### src/rtl/gcttt_pkg.sv
// Shared types and defaults for the grid coordinate queue.
package gcttt_pkg;

    localparam int COORD_W_DEF    = 4;
    localparam int GRID_CELLS_DEF = 9;

    typedef logic [COORD_W_DEF-1:0] coord_t;

    // Interrupt handshake state
    // IDLE    | queue empty, no request raised
    // PENDING | entry waiting, ipu_int asserted
    // ACKED   | head popped, waiting for int_ack to fall
    typedef enum logic [1:0] {
        ST_IDLE    = 2'd0,
        ST_PENDING = 2'd1,
        ST_ACKED   = 2'd2
    } gq_state_e;

endpackage

### src/rtl/coord_sync_fifo.sv
// Synchronous FIFO with head/tail peek and a look-ahead of the next head.
module coord_sync_fifo #(
    parameter int WIDTH = 4,
    parameter int DEPTH = 4,
    localparam int PW = $clog2(DEPTH),
    localparam int CW = $clog2(DEPTH + 1)
) (
    input  logic             clk,
    input  logic             rst,
    input  logic             push,
    input  logic             pop,
    input  logic [WIDTH-1:0] wdata,
    output logic [WIDTH-1:0] head,
    output logic [WIDTH-1:0] tail,
    output logic [WIDTH-1:0] head_nxt,
    output logic [CW-1:0]    count,
    output logic [CW-1:0]    count_nxt,
    output logic             full,
    output logic             empty
);

    logic [WIDTH-1:0] mem_q [DEPTH];
    logic [PW-1:0]    wr_ptr_q, wr_ptr_d;
    logic [PW-1:0]    rd_ptr_q, rd_ptr_d;
    logic [CW-1:0]    count_q, count_d;
    logic [PW-1:0]    tail_ptr;

    // Pointer advance with explicit wrap (DEPTH need not be a power of two) and occupancy update
    always_comb begin
        wr_ptr_d = wr_ptr_q;
        rd_ptr_d = rd_ptr_q;
        count_d  = count_q;
        if (push) wr_ptr_d = (wr_ptr_q == PW'(DEPTH - 1)) ? '0 : wr_ptr_q + 1'b1;
        if (pop)  rd_ptr_d = (rd_ptr_q == PW'(DEPTH - 1)) ? '0 : rd_ptr_q + 1'b1;
        case ({push, pop})
            2'b10:   count_d = count_q + 1'b1;
            2'b01:   count_d = count_q - 1'b1;
            default: count_d = count_q;
        endcase
        tail_ptr = (wr_ptr_q == '0) ? PW'(DEPTH - 1) : wr_ptr_q - 1'b1;
        // the slot being written this cycle is not in mem_q yet, so bypass it
        head_nxt = (push && (wr_ptr_q == rd_ptr_d)) ? wdata : mem_q[rd_ptr_d];
    end

    // Pointer and count registers
    always_ff @(posedge clk) begin
        if (rst) begin
            wr_ptr_q <= '0;
            rd_ptr_q <= '0;
            count_q  <= '0;
        end else begin
            wr_ptr_q <= wr_ptr_d;
            rd_ptr_q <= rd_ptr_d;
            count_q  <= count_d;
        end
    end

    // Storage write; contents are don't-care until pointed at by count
    always_ff @(posedge clk) begin
        if (push) mem_q[wr_ptr_q] <= wdata;
    end

    assign head      = mem_q[rd_ptr_q];
    assign tail      = mem_q[tail_ptr];
    assign count     = count_q;
    assign count_nxt = count_d;
    assign full      = (count_q == CW'(DEPTH));
    assign empty     = (count_q == '0);

endmodule

### src/rtl/grid_coord_queue.sv
// Coordinate queue between IPU and proc: write filters, interrupt handshake, sticky errors.
//
// state   | meaning
// IDLE    | nothing pending, ipu_int low
// PENDING | head valid, ipu_int high, next int_ack pops
// ACKED   | pop done, ignore int_ack until it falls
module grid_coord_queue
    import gcttt_pkg::*;
#(
    parameter int COORD_W    = COORD_W_DEF,
    parameter int DEPTH      = 4,
    parameter int GRID_CELLS = GRID_CELLS_DEF,
    parameter int DUP_FILTER = 1,
    localparam int CW = $clog2(DEPTH + 1)
) (
    input  logic               clk,
    input  logic               rst,
    input  logic               write_en,
    input  logic [COORD_W-1:0] coord_in,
    input  logic               int_ack,
    input  logic               clr_err,
    output logic               ipu_int,
    output logic [COORD_W-1:0] grid_coord,
    output logic [CW-1:0]      count,
    output logic               overflow,
    output logic               bad_coord
);

    gq_state_e          state_q, state_d;
    logic               ipu_int_q, ipu_int_d;
    logic [COORD_W-1:0] grid_coord_q, grid_coord_d;
    logic               overflow_q, overflow_d;
    logic               bad_coord_q, bad_coord_d;

    logic               in_range, is_dup, wr_ok, push, pop;
    logic [COORD_W-1:0] fifo_head, fifo_tail, fifo_head_nxt;
    logic [CW-1:0]      fifo_count, fifo_count_nxt;
    logic               fifo_full, fifo_empty;

    coord_sync_fifo #(
        .WIDTH (COORD_W),
        .DEPTH (DEPTH)
    ) u_fifo (
        .clk       (clk),
        .rst       (rst),
        .push      (push),
        .pop       (pop),
        .wdata     (coord_in),
        .head      (fifo_head),
        .tail      (fifo_tail),
        .head_nxt  (fifo_head_nxt),
        .count     (fifo_count),
        .count_nxt (fifo_count_nxt),
        .full      (fifo_full),
        .empty     (fifo_empty)
    );

    // Write filtering; the dup compare uses the tail as it stands before any same-cycle pop
    always_comb begin
        in_range = int'(coord_in) < GRID_CELLS;
        is_dup   = (DUP_FILTER != 0) && !fifo_empty && (coord_in == fifo_tail);
        pop      = (state_q == ST_PENDING) && int_ack;
        wr_ok    = write_en && in_range && !is_dup;
        push     = wr_ok && (!fifo_full || pop);
    end

    // Sticky flags: a same-cycle set beats clr_err
    always_comb begin
        overflow_d  = (wr_ok && fifo_full && !pop) || (overflow_q && !clr_err);
        bad_coord_d = (write_en && !in_range) || (bad_coord_q && !clr_err);
    end

    // Next head shown on grid_coord; holds the last value once the queue drains
    always_comb begin
        grid_coord_d = grid_coord_q;
        if (pop) begin
            if (fifo_count_nxt != '0) grid_coord_d = fifo_head_nxt;
        end else if (fifo_empty) begin
            if (push) grid_coord_d = coord_in;
        end else begin
            grid_coord_d = fifo_head;
        end
    end

    // Interrupt handshake next state; ipu_int is a registered decode of it
    always_comb begin
        state_d = state_q;
        case (state_q)
            ST_IDLE:    if (fifo_count_nxt != '0) state_d = ST_PENDING;
            ST_PENDING: if (int_ack) state_d = ST_ACKED;
            ST_ACKED:   if (!int_ack) state_d = (fifo_count_nxt != '0) ? ST_PENDING : ST_IDLE;
            default:    state_d = ST_IDLE;
        endcase
        ipu_int_d = (state_d == ST_PENDING);
    end

    // Control registers; reset overrides everything
    always_ff @(posedge clk) begin
        if (rst) begin
            state_q      <= ST_IDLE;
            ipu_int_q    <= 1'b0;
            grid_coord_q <= '0;
            overflow_q   <= 1'b0;
            bad_coord_q  <= 1'b0;
        end else begin
            state_q      <= state_d;
            ipu_int_q    <= ipu_int_d;
            grid_coord_q <= grid_coord_d;
            overflow_q   <= overflow_d;
            bad_coord_q  <= bad_coord_d;
        end
    end

    assign ipu_int    = ipu_int_q;
    assign grid_coord = grid_coord_q;
    assign count      = fifo_count;
    assign overflow   = overflow_q;
    assign bad_coord  = bad_coord_q;

endmodule

### config.mk
export PLATFORM = sky130hd
export DESIGN_NAME = grid_coord_queue
export DESIGN_NICKNAME = d
export VERILOG_FILES = /design/src/rtl/gcttt_pkg.sv /design/src/rtl/coord_sync_fifo.sv /design/src/rtl/grid_coord_queue.sv
export SDC_FILE = /design/constraint.sdc
export NUM_CORES = 1
export LEC_CHECK = 0
export CAP_MARGIN = 20
export CORE_MARGIN = 3
export CORE_UTILIZATION = 57
export DETAILED_ROUTE_END_ITERATION = 8
export PLACE_DENSITY = 0.8
export SYNTH_ARGS = -nofsm -noshare
export SYNTH_HDL_FRONTEND = slang
export SYNTH_SLANG_ARGS = --single-unit
### constraint.sdc
create_clock -name clk -period 5 [get_ports clk]
set_input_delay 1 -clock clk [delete_from_list [all_inputs] [get_ports clk]]
set_output_delay 1 -clock clk [all_outputs]
set_load 0.02 [all_outputs]
== After elaboration in Yosys (flattened, before gate mapping) ==
Memories as Yosys holds them, arrays and structs flattened. A register that Yosys moved wholly into a read port is not among the register bits.
Cells that the tools add are included.

* Bits in registers: 16
* Memory bits (writable): 16
* Input port bits: 9
* Output and inout port bits: 10
* Logic and storage cells: 70
* Memories: 1

{| class="wikitable"
|+ Memories
! memory !! words !! width !! read ports !! clocked after memory_dff !! write ports !! RTL line !! text
|-
| u_fifo.mem_q || 4 || 4 || 3 || 1 || 1 || coord_sync_fifo.sv:22 || <nowiki>logic [WIDTH-1:0] mem_q [DEPTH];</nowiki>
|}

* $add $sub $neg: 5
* Magnitude comparators: 1
* Eq/ne operators: 12
* Mux-type cells: 18
* Reduce and logical (&&, ||, !) cells: 25

{| class="wikitable"
|+ Operator list
! kind !! count
|-
| 2-to-1 mux 4 bit || 5
|-
| 2-to-1 mux 2 bit || 8
|-
| logical AND 1 bit || 11
|-
| == test 2 bit, second input constant || 4
|-
| == test 2 x 1 -> 1 bit, second input constant || 3
|-
| zero test 1 bit || 6
|-
| one-hot mux 2 bit (3 select lines) || 1
|-
| one-hot mux 3 bit (2 select lines) || 1
|-
| adder 2 x 1 -> 2 bit, second input constant || 2
|-
| == test 4 bit || 1
|-
| zero test 2 bit || 2
|-
| < comparator 4 bit, second input constant || 1
|-
| adder 3 x 1 -> 3 bit, second input constant || 1
|-
| == test 3 bit, second input constant || 1
|-
| zero test 3 bit || 1
|-
| logical OR 1 bit || 3
|-
| 2-to-1 mux 1 bit || 3
|-
| != test 3 x 2 -> 1 bit, second input constant || 1
|-
| nonzero test 3 bit || 1
|-
| subtractor 3 x 1 -> 3 bit, second input constant || 1
|-
| == test 2 bit || 1
|-
| != test 2 x 1 -> 1 bit, second input constant || 1
|-
| AND reduction 2 bit || 1
|-
| subtractor 2 x 1 -> 2 bit, second input constant || 1
|}

== Logic depth before layout (Yosys ltp) ==
An unclocked memory read counts as a cell.

* Word-level depth: 15
* Depth in mapped cells: 18
* Depth with buffers taken out: 17

== Modules after synthesis ==
From an unflattened synthesis, not the netlist that was laid out.

* Cell total of the unflattened synthesis: 181
* Area total of the unflattened synthesis: 2006.9 um^2

{| class="wikitable"
|+ By module, submodules not included
! module !! instances !! cells each !! area an instance (um^2) !! sequential area each (um^2)
|-
| coord_sync_fifo || 1 || 115 || 1421.4 || 620.6
|-
| grid_coord_queue || 1 || 66 || 585.6 || 180.2
|}

== Worst setup path after synthesis ==
No wires, ideal clock.

* Path type: register to register
* Start point: register u_fifo.wr_ptr_q[0]
* End point: register grid_coord_q[0], in the netlist grid_coord[0]
* Library setup time: 0.134 ns
* Arrival: 4.335 ns
* Required time: 4.866 ns
* Path slack: 0.531 ns
* Stages on the path, launching flop included: 19
* Buffers on the path: 1
* Period minus slack after synthesis: 4.469 ns
* Cells stage by stage: dfxtp_1 -> inv_1 -> ha_1 -> buf_6 -> mux2_4 -> or3_1 -> a31o_1 -> o41ai_2 -> nor2_1 -> inv_1 -> ha_1 -> inv_1 -> fa_1 -> xnor2_1 -> and3b_1 -> nor3_1 -> a22oi_1 -> o211ai_1 -> o221ai_2

* Longest elaborated chain between the ends: 13
* Elaborated cells on any way between the ends: 21
* Classes of those cells: add/sub: 1; eq/ne: 6; mux: 5; reduce/logical: 8; memory: 1

{| class="wikitable"
|+ RTL lines
! what !! RTL line !! text
|-
| start, declared || coord_sync_fifo.sv:23 || <nowiki>logic [PW-1:0] wr_ptr_q, wr_ptr_d;</nowiki>
|-
| start signal, assigned || coord_sync_fifo.sv:52 || <nowiki>wr_ptr_q <= wr_ptr_d;</nowiki>
|-
| subtractor 2 x 1 -> 2 bit or zero test 2 bit (tied branches) || coord_sync_fifo.sv:40 || <nowiki>tail_ptr = (wr_ptr_q == '0) ? PW'(DEPTH - 1) : wr_ptr_q - 1'b1;</nowiki>
|-
| 2-to-1 mux 2 bit || coord_sync_fifo.sv:40 ||
|-
| memory (4 x 4 bit) || -- ||
|-
| == test 4 bit || grid_coord_queue.sv:61 || <nowiki>is_dup = (DUP_FILTER != 0) && !fifo_empty && (coord_in == fifo_tail);</nowiki>
|-
| logical AND 1 bit || grid_coord_queue.sv:61 ||
|-
| zero test 1 bit || grid_coord_queue.sv:63 || <nowiki>wr_ok = write_en && in_range && !is_dup;</nowiki>
|-
| logical AND 1 bit || grid_coord_queue.sv:63 ||
|-
| logical AND 1 bit || grid_coord_queue.sv:64 || <nowiki>push = wr_ok && (!fifo_full || pop);</nowiki>
|-
| == test 2 x 1 -> 1 bit or == test 2 bit (tied branches) || coord_sync_fifo.sv:35 || <nowiki>case ({push, pop})</nowiki>
|-
| one-hot mux 3 bit (2 select lines) || coord_sync_fifo.sv:35 ||
|-
| nonzero test 3 bit || grid_coord_queue.sv:77 || <nowiki>if (fifo_count_nxt != '0) grid_coord_d = fifo_head_nxt;</nowiki>
|-
| != test 2 x 1 -> 1 bit (no line) || -- ||
|-
| AND reduction 2 bit (no line) || -- ||
|-
| end signal, assigned || grid_coord_queue.sv:108 || <nowiki>grid_coord_q <= grid_coord_d;</nowiki>
|-
| end, declared || grid_coord_queue.sv:31 || <nowiki>logic [COORD_W-1:0] grid_coord_q, grid_coord_d;</nowiki>
|}

Several ways; a longest one is shown, not always the timed one. The select of a mux whose other input is x is not followed.
A chain may end at the register's enable or synchronous reset.

== Worst setup path in the final report ==
* Start point: register u_fifo.wr_ptr_q[0]
* End point: register grid_coord_q[3], in the netlist grid_coord[3]

The elaborated chain is that of the path after synthesis.

==> results.sh <==
export IMPL_setup_tns_ps=0
export IMPL_synth_seq_cells=32
export IMPL_cts_htree_levels=2
export IMPL_arrival_ps=4790
export IMPL_grt_overflow_total=0
export IMPL_filler_cell_count=239
export IMPL_cp_required_ps=5190
export IMPL_ys_warn_count=0
export IMPL_hp_class="reg -> reg"
export IMPL_powerDensity_mw_per_mm2=439
export IMPL_clkLatencyLatePin_ps=330
export IMPL_synthArstFlopShare_pct=0
export IMPL_clock_skew_ps=6.89
export IMPL_cp_cell_sequence="inv_1 > ha_1 > and2b_1 > mux4_1 > xnor2_1 > o41ai_2 > nor2_1 > inv_1 > ha_1 > inv_1 > fa_1 > xnor2_1 > a21boi_0 > nor3_2 > a22oi_1 > buf_4 > mux2i_1 > o221ai_2"
export IMPL_die_area_mm2=0.00433
export IMPL_path_max_fanout=9
export IMPL_slew_viol_final=0
export IMPL_initial_core_util_pct=60.1
export IMPL_grt_pass1_wl_um=7620
export IMPL_timing_final_hold_violations=0
export IMPL_drive_above_1_share_pct=17.0
export IMPL_finalCriticalPeriod_ps=4600
export IMPL_critical_path_buf_inv_count=4
export IMPL_cts_sinks=32
export IMPL_cts_clk_slew_worst_paths_ps=100
export IMPL_dp_hpwl_um=3490
export IMPL_syn_area_per_cell_um2=11.2
export IMPL_place_gp_congestion=0.871
export IMPL_antenna_cells=0
export IMPL_drt_pass1_iter_count=4
export IMPL_grt_max_degree=18
export IMPL_maxCapViolCount=0
export IMPL_die_y_um=65.8
export IMPL_dpl_cell_area_mm2=0.00230
export IMPL_synth_cells=182
export IMPL_rows=21
export IMPL_synthFlopType="edfxtp_1"
export IMPL_port_buffer_count=18
export IMPL_slowest_stage="mux4_1"
export IMPL_seq_area_frac_synth_pct=39.3
export IMPL_grt_pass1_vias=1608
export IMPL_nets=228
export IMPL_yosysTopAreaCell="edfxtp_1"
export IMPL_report_power_total_uw=1050
export IMPL_ant_nets=0
export IMPL_postLayoutCellArea_mm2=0.00238
export IMPL_grt_usage_pct=23.8
export IMPL_cts_made_buffers=5
export IMPL_ys_types=46
export IMPL_synthTopCellsByArea="edfxtp_1 24%, dfxtp_1 16%, mux2i_1 11%"
export IMPL_rsz0062_at_grt="false"
export IMPL_route_detailed_drc=0
export IMPL_cts_root_buffer="clkbuf_4"
export IMPL_tightest_slew_ps=780
export IMPL_syn_to_final_growth_pct=16.9
export IMPL_io_pins=19
export IMPL_routed_via_count=1593
export IMPL_synth_enable_flop_cells=16
export IMPL_setup_viol=0
export IMPL_cts_tree="built"
export IMPL_fin_crit_sh_pct=91.9
export IMPL_ir_worst_vdd_mv=0.320
export IMPL_p_leak_uw=0.000950
export IMPL_path_class="reg -> reg"
export IMPL_slew_limit_headroom_pct=47.7
export IMPL_antenna_found_initial=0
export IMPL_drt_iter0_markers=88
export IMPL_synthesis_nets=199
export IMPL_drt_vias_per_instance=6.17
export IMPL_crit_path_start_kind="flop"
export IMPL_synth_cell_area_mm2=0.00204
export IMPL_cpMostUsedCell="inv_1"
export IMPL_core_mm2=0.00339
export IMPL_wl_per_cell_um=18.1
export IMPL_cts_buffer_depth=2
export IMPL_synth_top_area_share_pct=23.6
export IMPL_max_clock_freq_mhz=218
export IMPL_outcome="complete, no violations"
export IMPL_routed_wl_um=4670
export IMPL_crit_family="adder cells"
export IMPL_cpPeakStageDelay_ps=610
export IMPL_die_w_um=65.8
export IMPL_endpoint_kind="flop"
-- stage by stage --
step           util [%]  hold WS (ps)  cells  worst slack [ps]
3_5_place_dp       68.0           489    248             -86.0
2_1_floorplan         -           506    182               531
3_3_place_gp       68.0           459    248               155
4_1_cts            69.8           511    256               193
5_1_grt            70.3           538    258              35.5
6_report           70.3           498    258               404
-- registers in the layout, summed over array words and instances (netlist names), 2 cells and up --
register         flops
u_fifo.count         3
state_q              2
u_fifo.mem_q        16
u_fifo.rd_ptr_q      2
u_fifo.wr_ptr_q      2
grid_coord           4
-- final timing paths --
check	endpoint	start	slack, ps	cells past startpoint
max	grid_coord[3]	u_fifo.wr_ptr_q[0]	400	18
min	bad_coord	bad_coord	500	2
max reg2reg	grid_coord[3]	u_fifo.wr_ptr_q[0]	400	18
min reg2reg	bad_coord	bad_coord	500	2
-- layout make-up --
class                           instances  area, µm²  share of cell area, %
Clock buffer                            5       37.5                   1.58
Clock inverter                          3       18.8                  0.788
Inverter                               11       41.3                   1.73
Multi-Input combinational cell        133       1170                   49.1
Sequential cell                        32        802                   33.7
Tap cell                               46       57.6                   2.42
Timing Repair Buffer                   28        255                   10.7
-- cells by family (layout without fill, tap and decap cells) --
logic type	count (synthesis)	count (layout)	share of synthesized area, %
and+or+nand+nor	56	56	15.7
AOI/OAI and AO/OA	29	29	11.8
adders and majority gates	8	8	5.28
buffers and inverters	17	47	3.56
muxes	32	32	21.0
xor gates and xnor gates	8	8	3.44
DFF	32	32	39.3
-- per-layer routing --
metal | share of wire (%) | vias up | GRT usage (%)
li1 | - | 747 | -
met1 | 40 | 762 | 29.0
met2 | 50 | 70 | 39.4
met3 | 7.1 | 14 | 6.46
met4 | 2.6 | 0 | 10.1
met5 | 0 | - | 0
-- cell usage after synthesis, drive strengths merged, types with 2 or more instances --
cell type and n:
and3b 2, nand3b 8, xnor2 8, nand2 5
o21ai 2, a21oi 7, nor3 4, clkbuf 3
o211ai 4, nor3b 2, mux4 7, edfxtp 16
inv 11, nand3 4, dfxtp 16, mux2i 24
buf 3, a211oi 5, nor2 19, o221ai 4
and2 5, ha 7
-- cell usage in the layout, fill, tap and decap left out, types with 2 or more instances in the layout --
| master | count |
|---|---|
| clkdlybuf4s50_1 | 18 |
| clkbuf_4 | 5 |
| clkinv_2 | 2 |
| ha_1 | 7 |
| nand3_1 | 4 |
| nand3b_1 | 7 |
| buf_4 | 10 |
| nor2_1 | 19 |
| and3b_1 | 2 |
| mux4_2 | 4 |
| mux4_1 | 3 |
| a21oi_1 | 7 |
| nand2_1 | 5 |
| and2_1 | 4 |
| xnor2_1 | 8 |
| a211oi_1 | 5 |
| nor3_2 | 3 |
| o221ai_2 | 4 |
| edfxtp_1 | 16 |
| o211ai_1 | 4 |
| mux2i_1 | 23 |
| nor3b_1 | 2 |
| inv_1 | 10 |
| dfxtp_1 | 15 |
| o21ai_0 | 2 |
-- worst min-delay path, stage by stage (launching register included) --
cell      delay, ps
dfxtp_1         330
nand2b_1         70
a21oi_1          60
-- report_power, final --
group	switching (µW)	leakage [µW]	internal [µW]
clock network	90.2	0.0000349	53.9
registers	52.7	0.000277	319
logic	274	0.000638	256
total	417	0.000950	629
-- repair_timing --
action,in CTS,in global routing
hold endpoints to repair,0,0
setup buffers,0,2
endpoints found under the setup margin,2,4
pin swaps,0,1
gates resized for setup,1,1
hold buffers,0,0
Note: power is estimated with default switching activity, not from simulation.
